--- src/rtl/cnn_ctrl_pkg.sv ---
`timescale 1ns/1ps
// Shared control-path types and defaults for CNN layer sequencing.
package cnn_ctrl_pkg;

    localparam int unsigned STATE_W                = 3;
    localparam int unsigned MAX_NUM_LAYERS         = 16;
    localparam int unsigned DEFAULT_NUM_LAYERS     = 2;
    localparam int unsigned DEFAULT_TIMEOUT_CYCLES = 65535;

    typedef enum logic [STATE_W-1:0] {
        ST_IDLE   = 3'd0,
        ST_LAUNCH = 3'd1,
        ST_WAIT   = 3'd2,
        ST_FINISH = 3'd3,
        ST_ERROR  = 3'd4
    } seq_state_t;

    // Layer index width; a single layer still gets a 1-bit index.
    function automatic int unsigned idx_width(input int unsigned n);
        return (n > 1) ? $clog2(n) : 1;
    endfunction

endpackage

--- src/rtl/layer_seq_if.sv ---
`timescale 1ns/1ps
// Launch/completion handshake between a layer sequencer and its CNN layer engines.
interface layer_seq_if
    import cnn_ctrl_pkg::*;
#(
    parameter int unsigned NUM_LAYERS = DEFAULT_NUM_LAYERS
) ();

    localparam int unsigned IDX_W = idx_width(NUM_LAYERS);

    logic                  start;
    logic                  abort;
    logic [NUM_LAYERS-1:0] layer_done;
    logic [NUM_LAYERS-1:0] layer_start;
    logic [IDX_W-1:0]      layer_idx;
    logic                  busy;
    logic                  done;
    logic                  error;

    modport master (
        output start, abort, layer_done,
        input  layer_start, layer_idx, busy, done, error
    );

    modport slave (
        input  start, abort, layer_done,
        output layer_start, layer_idx, busy, done, error
    );

endinterface

--- src/rtl/layer_watchdog.sv ---
`timescale 1ns/1ps
// Per-layer wait counter; expired marks the last allowed wait cycle.
module layer_watchdog
    import cnn_ctrl_pkg::*;
#(
    parameter int unsigned TIMEOUT_CYCLES = DEFAULT_TIMEOUT_CYCLES
) (
    input  logic clk,
    input  logic rst_n,
    input  logic clr,
    input  logic en,
    output logic expired
);

    localparam int unsigned     CNT_W = $clog2(TIMEOUT_CYCLES + 1);
    localparam logic [CNT_W-1:0] LIMIT = CNT_W'(TIMEOUT_CYCLES - 1);

    logic [CNT_W-1:0] count;

    // count holds the number of wait cycles already spent on this layer
    always_ff @(posedge clk or negedge rst_n) begin
        if (!rst_n) begin
            count <= '0;
        end else if (clr) begin
            count <= '0;
        end else if (en && !expired) begin
            count <= count + CNT_W'(1);
        end
    end

    assign expired = en && (count == LIMIT);

endmodule

--- src/rtl/layer_sequencer.sv ---
`timescale 1ns/1ps
// Steps CNN layers 0..NUM_LAYERS-1 through launch/wait/finish with abort.
// Optional per-layer watchdog and ERROR state under LAYER_SEQ_WATCHDOG_EN.
module layer_sequencer
    import cnn_ctrl_pkg::*;
#(
    parameter int unsigned NUM_LAYERS     = DEFAULT_NUM_LAYERS,
    parameter int unsigned TIMEOUT_CYCLES = DEFAULT_TIMEOUT_CYCLES
) (
    input logic        clk,
    input logic        rst_n,
    layer_seq_if.slave bus
);

    localparam int unsigned IDX_W = idx_width(NUM_LAYERS);
    localparam logic [IDX_W-1:0] LAST_IDX = IDX_W'(NUM_LAYERS - 1);

    if (NUM_LAYERS < 1 || NUM_LAYERS > MAX_NUM_LAYERS || TIMEOUT_CYCLES < 1) begin : g_bad_params
        $error("layer_sequencer: NUM_LAYERS or TIMEOUT_CYCLES out of range");
    end

    seq_state_t       state;
    logic [IDX_W-1:0] idx;
    logic             done_sel;
    logic             wd_expired;

    // Only the completion bit of the layer currently in flight matters.
    assign done_sel      = bus.layer_done[idx];
    assign bus.layer_idx = idx;

`ifdef LAYER_SEQ_WATCHDOG_EN
    layer_watchdog #(
        .TIMEOUT_CYCLES (TIMEOUT_CYCLES)
    ) u_watchdog (
        .clk     (clk),
        .rst_n   (rst_n),
        .clr     (state == ST_LAUNCH),
        .en      (state == ST_WAIT),
        .expired (wd_expired)
    );

    // Sticky until software restarts or aborts out of ERROR.
    always_ff @(posedge clk or negedge rst_n) begin
        if (!rst_n) begin
            bus.error <= 1'b0;
        end else if (state == ST_WAIT && !bus.abort && !done_sel && wd_expired) begin
            bus.error <= 1'b1;
        end else if (state == ST_ERROR && (bus.start || bus.abort)) begin
            bus.error <= 1'b0;
        end
    end
`else
    assign wd_expired = 1'b0;
    assign bus.error  = 1'b0;
`endif

    // State, index and registered launch/done/busy outputs.
    always_ff @(posedge clk or negedge rst_n) begin
        if (!rst_n) begin
            state           <= ST_IDLE;
            idx             <= '0;
            bus.layer_start <= '0;
            bus.busy        <= 1'b0;
            bus.done        <= 1'b0;
        end else begin
            bus.layer_start <= '0;
            bus.done        <= 1'b0;
            unique case (state)
                ST_IDLE: begin
                    if (bus.start) begin
                        state           <= ST_LAUNCH;
                        idx             <= '0;
                        bus.layer_start <= NUM_LAYERS'(1);
                        bus.busy        <= 1'b1;
                    end
                end
                ST_LAUNCH: begin
                    if (bus.abort) begin
                        state    <= ST_IDLE;
                        bus.busy <= 1'b0;
                    end else begin
                        state <= ST_WAIT;
                    end
                end
                ST_WAIT: begin
                    // abort beats completion, completion beats the watchdog
                    if (bus.abort) begin
                        state    <= ST_IDLE;
                        bus.busy <= 1'b0;
                    end else if (done_sel) begin
                        if (idx == LAST_IDX) begin
                            state    <= ST_FINISH;
                            bus.done <= 1'b1;
                        end else begin
                            state           <= ST_LAUNCH;
                            idx             <= idx + IDX_W'(1);
                            bus.layer_start <= NUM_LAYERS'(1) << (idx + IDX_W'(1));
                        end
                    end else if (wd_expired) begin
                        state    <= ST_ERROR;
                        bus.busy <= 1'b0;
                    end
                end
                ST_FINISH: begin
                    state    <= ST_IDLE;
                    bus.busy <= 1'b0;
                end
                ST_ERROR: begin
                    if (bus.abort) begin
                        state <= ST_IDLE;
                    end else if (bus.start) begin
                        state           <= ST_LAUNCH;
                        idx             <= '0;
                        bus.layer_start <= NUM_LAYERS'(1);
                        bus.busy        <= 1'b1;
                    end
                end
                default: begin
                    state    <= ST_IDLE;
                    bus.busy <= 1'b0;
                end
            endcase
        end
    end

endmodule

--- src/flat_wrapper.sv ---
// flat-port wrapper written by rule: the top's interface ports become plain ports
module layer_sequencer_flat import cnn_ctrl_pkg::*;
#(
    parameter int unsigned NUM_LAYERS     = DEFAULT_NUM_LAYERS,
    parameter int unsigned TIMEOUT_CYCLES = DEFAULT_TIMEOUT_CYCLES
)
  (clk, rst_n, bus_start, bus_abort, bus_layer_done, bus_layer_start, bus_layer_idx, bus_busy, bus_done, bus_error);
  layer_seq_if #(.NUM_LAYERS(NUM_LAYERS)) bus_i ();
  input logic clk;
  input logic rst_n;
  input wire logic [$bits(bus_i.start)-1:0] bus_start;
  input wire logic [$bits(bus_i.abort)-1:0] bus_abort;
  input wire logic [$bits(bus_i.layer_done)-1:0] bus_layer_done;
  output wire logic [$bits(bus_i.layer_start)-1:0] bus_layer_start;
  output wire logic [$bits(bus_i.layer_idx)-1:0] bus_layer_idx;
  output wire logic [$bits(bus_i.busy)-1:0] bus_busy;
  output wire logic [$bits(bus_i.done)-1:0] bus_done;
  output wire logic [$bits(bus_i.error)-1:0] bus_error;
  assign bus_i.start = bus_start;
  assign bus_i.abort = bus_abort;
  assign bus_i.layer_done = bus_layer_done;
  assign bus_layer_start = bus_i.layer_start;
  assign bus_layer_idx = bus_i.layer_idx;
  assign bus_busy = bus_i.busy;
  assign bus_done = bus_i.done;
  assign bus_error = bus_i.error;
  layer_sequencer #(.NUM_LAYERS(NUM_LAYERS), .TIMEOUT_CYCLES(TIMEOUT_CYCLES)) u_core (.clk(clk), .rst_n(rst_n), .bus(bus_i));
endmodule
--- config.mk ---
export PLATFORM = sky130hd
export DESIGN_NAME = layer_sequencer_flat
export DESIGN_NICKNAME = d
export VERILOG_FILES = /design/src/rtl/cnn_ctrl_pkg.sv /design/src/rtl/layer_seq_if.sv /design/src/rtl/layer_watchdog.sv /design/src/rtl/layer_sequencer.sv /design/src/flat_wrapper.sv
export SDC_FILE = /design/constraint.sdc
export NUM_CORES = 1
export LEC_CHECK = 0
export CAP_MARGIN = 20
export CORE_AREA = 10 10 47 49
export DETAILED_ROUTE_END_ITERATION = 8
export DIE_AREA = 0 0 57 59
export PLACE_DENSITY_LB_ADDON = 0.25
export SETUP_SLACK_MARGIN = 0.02
export SLEW_MARGIN = 20
export SYNTH_ARGS = -nofsm -noshare
export SYNTH_HDL_FRONTEND = slang
export SYNTH_SLANG_ARGS = --single-unit
--- constraint.sdc ---
create_clock -name clk -period 1.2 [get_ports clk]
set_input_delay 0.24 -clock clk [delete_from_list [all_inputs] [get_ports clk]]
set_output_delay 0.24 -clock clk [all_outputs]
set_load 0.05 [all_outputs]
==> qor.json <==
{
  "run_status": {"value": "completed"},
  "clkLatencyLatePin": {"value": 0.25, "unit": "ns"},
  "synthDistinctLibCells": {"value": 19},
  "design.portCount": {"value": 12},
  "highest_clock_rate": {"value": 890.9, "unit": "MHz"},
  "final-instance-count-excl-fill": {"value": 67},
  "final_antenna_net_count": {"value": 0},
  "gpl.final_weighted_congestion": {"value": 0.6909},
  "power.density_cell_area": {"value": 1349, "unit": "nW/um^2"},
  "clock_sinks": {"value": 8},
  "critical_path.reg2reg.endpoint": {"value": "u_core.bus.busy$_DFFE_PN0P_"},
  "ctsResizeCount": {"value": 0},
  "maximum_fanout_encountered_on_the_critical_timing_path": {"value": 5},
  "critical_path.reg2reg.startpoint": {"value": "u_core.state[2]$_DFFE_PN0P_"},
  "regToRegSetupSlack": {"value": 0.08, "unit": "ns"},
  "fillers": {"value": 142},
  "post_cts_buffers": {"value": 0},
  "hold_class": {"value": "in -> async"},
  "criticalPathCategory": {"value": "reg -> reg"},
  "globalRoute.totalOverflow": {"value": 0},
  "leading_cell_type_in_the_layout_fill_and_taps_excluded": {"value": "sky130_fd_sc_hd__dfrtp_1"},
  "antenna_violations_before_repair": {"value": 0},
  "worstPathArrival": {"value": 1.28, "unit": "ns"},
  "synth.net_count": {"value": 43},
  "finClkSkew": {"value": 0.002693, "unit": "ns"},
  "setup_viol_count_final": {"value": 0},
  "peakVddDrop": {"value": 712.7, "unit": "uV"},
  "wirelength": {"value": 823, "unit": "um"},
  "clk_path_buf_depth": {"value": 2},
  "crit_path_start_kind": {"value": "flop"},
  "initial_cell_density_of_the_core": {"value": 26.96, "unit": "%"},
  "hpwlAfterDp": {"value": 649.3, "unit": "um"},
  "synth.ff_latch_count": {"value": 8},
  "layout.cell_area.non_filler": {"value": 580.6, "unit": "sq um"},
  "buffer_ports.inserted": {"value": 10},
  "leakagePower": {"value": 0.0002475, "unit": "uW"},
  "groute.usage.overall": {"value": 5.589, "unit": "%"},
  "syn_inst": {"value": 37},
  "drt_drc_violations_left": {"value": 0},
  "total_power": {"value": 783.2, "unit": "uW"},
  "die_y": {"value": 59, "unit": "um"},
  "ctsHtreeMaxLevel": {"value": 1},
  "clock-root-buffer": {"value": "sky130_fd_sc_hd__clkbuf_4"},
  "layout_common_cells": {"value": "sky130_fd_sc_hd__dfrtp_1 (6), sky130_fd_sc_hd__clkdlybuf4s50_1 (5), sky130_fd_sc_hd__buf_12 (5), sky130_fd_sc_hd__nor2_1 (4), sky130_fd_sc_hd__nand3b_1 (4)"},
  "floorplan.die.width": {"value": 57, "unit": "um"},
  "post_drt_via_cell_ratio": {"value": 4.851},
  "vias_in_the_first_global_route": {"value": 307},
  "dieArea": {"value": 3363, "unit": "sq um"},
  "layout_cells_sized_above_1": {"value": 23.53, "unit": "%"},
  "final-max-slew-violation-count": {"value": 0},
  "area_growth_syn_to_layout": {"value": 53.64, "unit": "%"},
  "syn_area": {"value": 377.9, "unit": "sq um"},
  "dpl_cell_area": {"value": 558.0, "unit": "sq um"},
  "rsz0062_at_grt": {"value": "no"},
  "tritoncts_buffer_count": {"value": 3},
  "worst-r2r-cell-count": {"value": 2},
  "ctsHoldBuffers": {"value": 0},
  "critical_path_required": {"value": 1.36, "unit": "ns"},
  "clkTransAtPathRegs": {"value": 0.05, "unit": "ns"},
  "wl_per_cell": {"value": 12.28, "unit": "um"},
  "num_vias": {"value": 325},
  "firstDrtPassIters": {"value": 4},
  "row_count": {"value": 14},
  "design.final.nets": {"value": 59},
  "grt_max_degree": {"value": 9},
  "timing_hold_violations_final": {"value": 0},
  "tritoncts": {"value": "yes"},
  "place.detailed.instances": {"value": 64},
  "sequential_share_of_the_synthesized_area": {"value": 52.98, "unit": "%"},
  "antenna_cells": {"value": 0},
  "grt_first_pass_wirelength": {"value": 1.414, "unit": "mm"},
  "ys_warn_count": {"value": 0},
  "period_share": {"value": 93.54, "unit": "%"},
  "drt_first_iter_violations": {"value": 8},
  "worst_setup_path_end_kind": {"value": "flop"},
  "max_cap_viol_count": {"value": 0},
  "min_cycle_time_layout": {"value": 1.122, "unit": "ns"},
  "placeableCoreArea": {"value": 1401, "unit": "sq um"},
  "syn-mean-instance-area": {"value": 10.21, "unit": "sq um"}
}
## how the worst max path moves through the flow
stage / to / cells past startpoint / start / slack (ns)
CTS: u_core.bus.busy$_DFFE_PN0P_ / 2 / u_core.state[2]$_DFFE_PN0P_ / 0.08
global route: u_core.bus.busy$_DFFE_PN0P_ / 2 / u_core.state[2]$_DFFE_PN0P_ / 0.03
finish: u_core.bus.busy$_DFFE_PN0P_ / 2 / u_core.state[2]$_DFFE_PN0P_ / 0.08
floorplan: u_core.bus.busy$_DFFE_PN0P_ / 2 / u_core.bus.busy$_DFFE_PN0P_ / 0.07
detailed placement: u_core.bus.layer_idx$_DFFE_PN0P_ / 5 / bus_abort / -0.15
global placement: u_core.bus.busy$_DFFE_PN0P_ / 3 / bus_abort / -0.14
## cell type report
class | instances | area (sq um) | share of cell area [%]
Sequential cell | 8 | 202.7 | 34.91
Multi-Input combinational cell | 27 | 166.4 | 28.66
Timing Repair Buffer | 12 | 165.2 | 28.45
Clock buffer | 3 | 22.52 | 3.879
Tap cell | 16 | 20.02 | 3.448
Inverter | 1 | 3.754 | 0.6466
## cell usage after synthesis
| cell type | number | share of area (%) |
|---|---|---|
| sky130_fd_sc_hd__dfrtp_1 | 8 | 53 |
| sky130_fd_sc_hd__nand3b_1 | 4 | 7.9 |
| sky130_fd_sc_hd__nor2_1 | 4 | 4.0 |
| sky130_fd_sc_hd__nand2_1 | 3 | 3.0 |
| sky130_fd_sc_hd__nand2b_1 | 3 | 5.0 |
| sky130_fd_sc_hd__nor2b_1 | 2 | 3.3 |
| sky130_fd_sc_hd__a21boi_0 | 1 | 2.0 |
| sky130_fd_sc_hd__a21oi_1 | 1 | 1.3 |
| sky130_fd_sc_hd__and2b_1 | 1 | 2.0 |
| sky130_fd_sc_hd__buf_4 | 1 | 2.0 |
| sky130_fd_sc_hd__conb_1 | 1 | 0.99 |
| sky130_fd_sc_hd__inv_1 | 1 | 0.99 |
| sky130_fd_sc_hd__mux2i_1 | 1 | 2.6 |
| sky130_fd_sc_hd__nor4_1 | 1 | 1.7 |
| sky130_fd_sc_hd__o211ai_1 | 1 | 2.0 |
| sky130_fd_sc_hd__o21ai_0 | 1 | 1.3 |
| sky130_fd_sc_hd__o21bai_1 | 1 | 2.0 |
| sky130_fd_sc_hd__o2bb2ai_1 | 1 | 2.3 |
| sky130_fd_sc_hd__or4b_1 | 1 | 2.6 |
## sequential cells by signal (all words and copies together) (netlist names)
name,cells
u_core.bus.busy,1
u_core.bus.done,1
u_core.bus.layer_idx,1
u_core.bus.layer_start,2
u_core.state,3
## power breakdown
part	leakage (uW)	switching [uW]	internal, uW
sequential	0.000102	36.8	298
combinational	0.000132	119	128
clock	0.0000138	86.9	114
total	0.000248	243	540
## layer usage
layer / vias to the layer above / wire [um] / GRT usage (%)
li1: 155 / - / -
met4: 0 / 8 / 4.027
met2: 17 / 341 / 7.132
met3: 2 / 74 / 3.433
met1: 151 / 399 / 6.579
met5: - / 0 / 0
## cell families (layout without fill, tap and decap cells)
logic type | after synthesis | in the layout | synth area share, %
AOI/OAI and AO/OA | 6 | 6 | 10.93
buffers and inverters | 2 | 16 | 2.980
DFF | 8 | 8 | 52.98
other | 1 | 1 | 0.9924
and+or+nand+nor | 19 | 19 | 29.47
muxes | 1 | 1 | 2.649
## critical path: stages, from the launching register on
cell,delay (ns)
sky130_fd_sc_hd__dfrtp_1,0.42
sky130_fd_sc_hd__or4b_1,0.51
sky130_fd_sc_hd__o211ai_1,0.10
## stage by stage
stage / worst slack, ns / TNS, ns / utilization, % / hold WS (ns)
after CTS: 0.07843 / 0 / 41.43 / 0.2731
after global placement: -0.1368 / -0.6709 / 39.82 / 0.5506
after detailed placement: -0.1454 / -0.7669 / 39.82 / 0.5433
final: 0.07757 / 0 / 41.43 / 0.2635
after floorplan: 0.06868 / 0 / - / -0.05559
after global routing: 0.03212 / 0 / 41.43 / 0.2835
(Power assumes the default switching activity.)
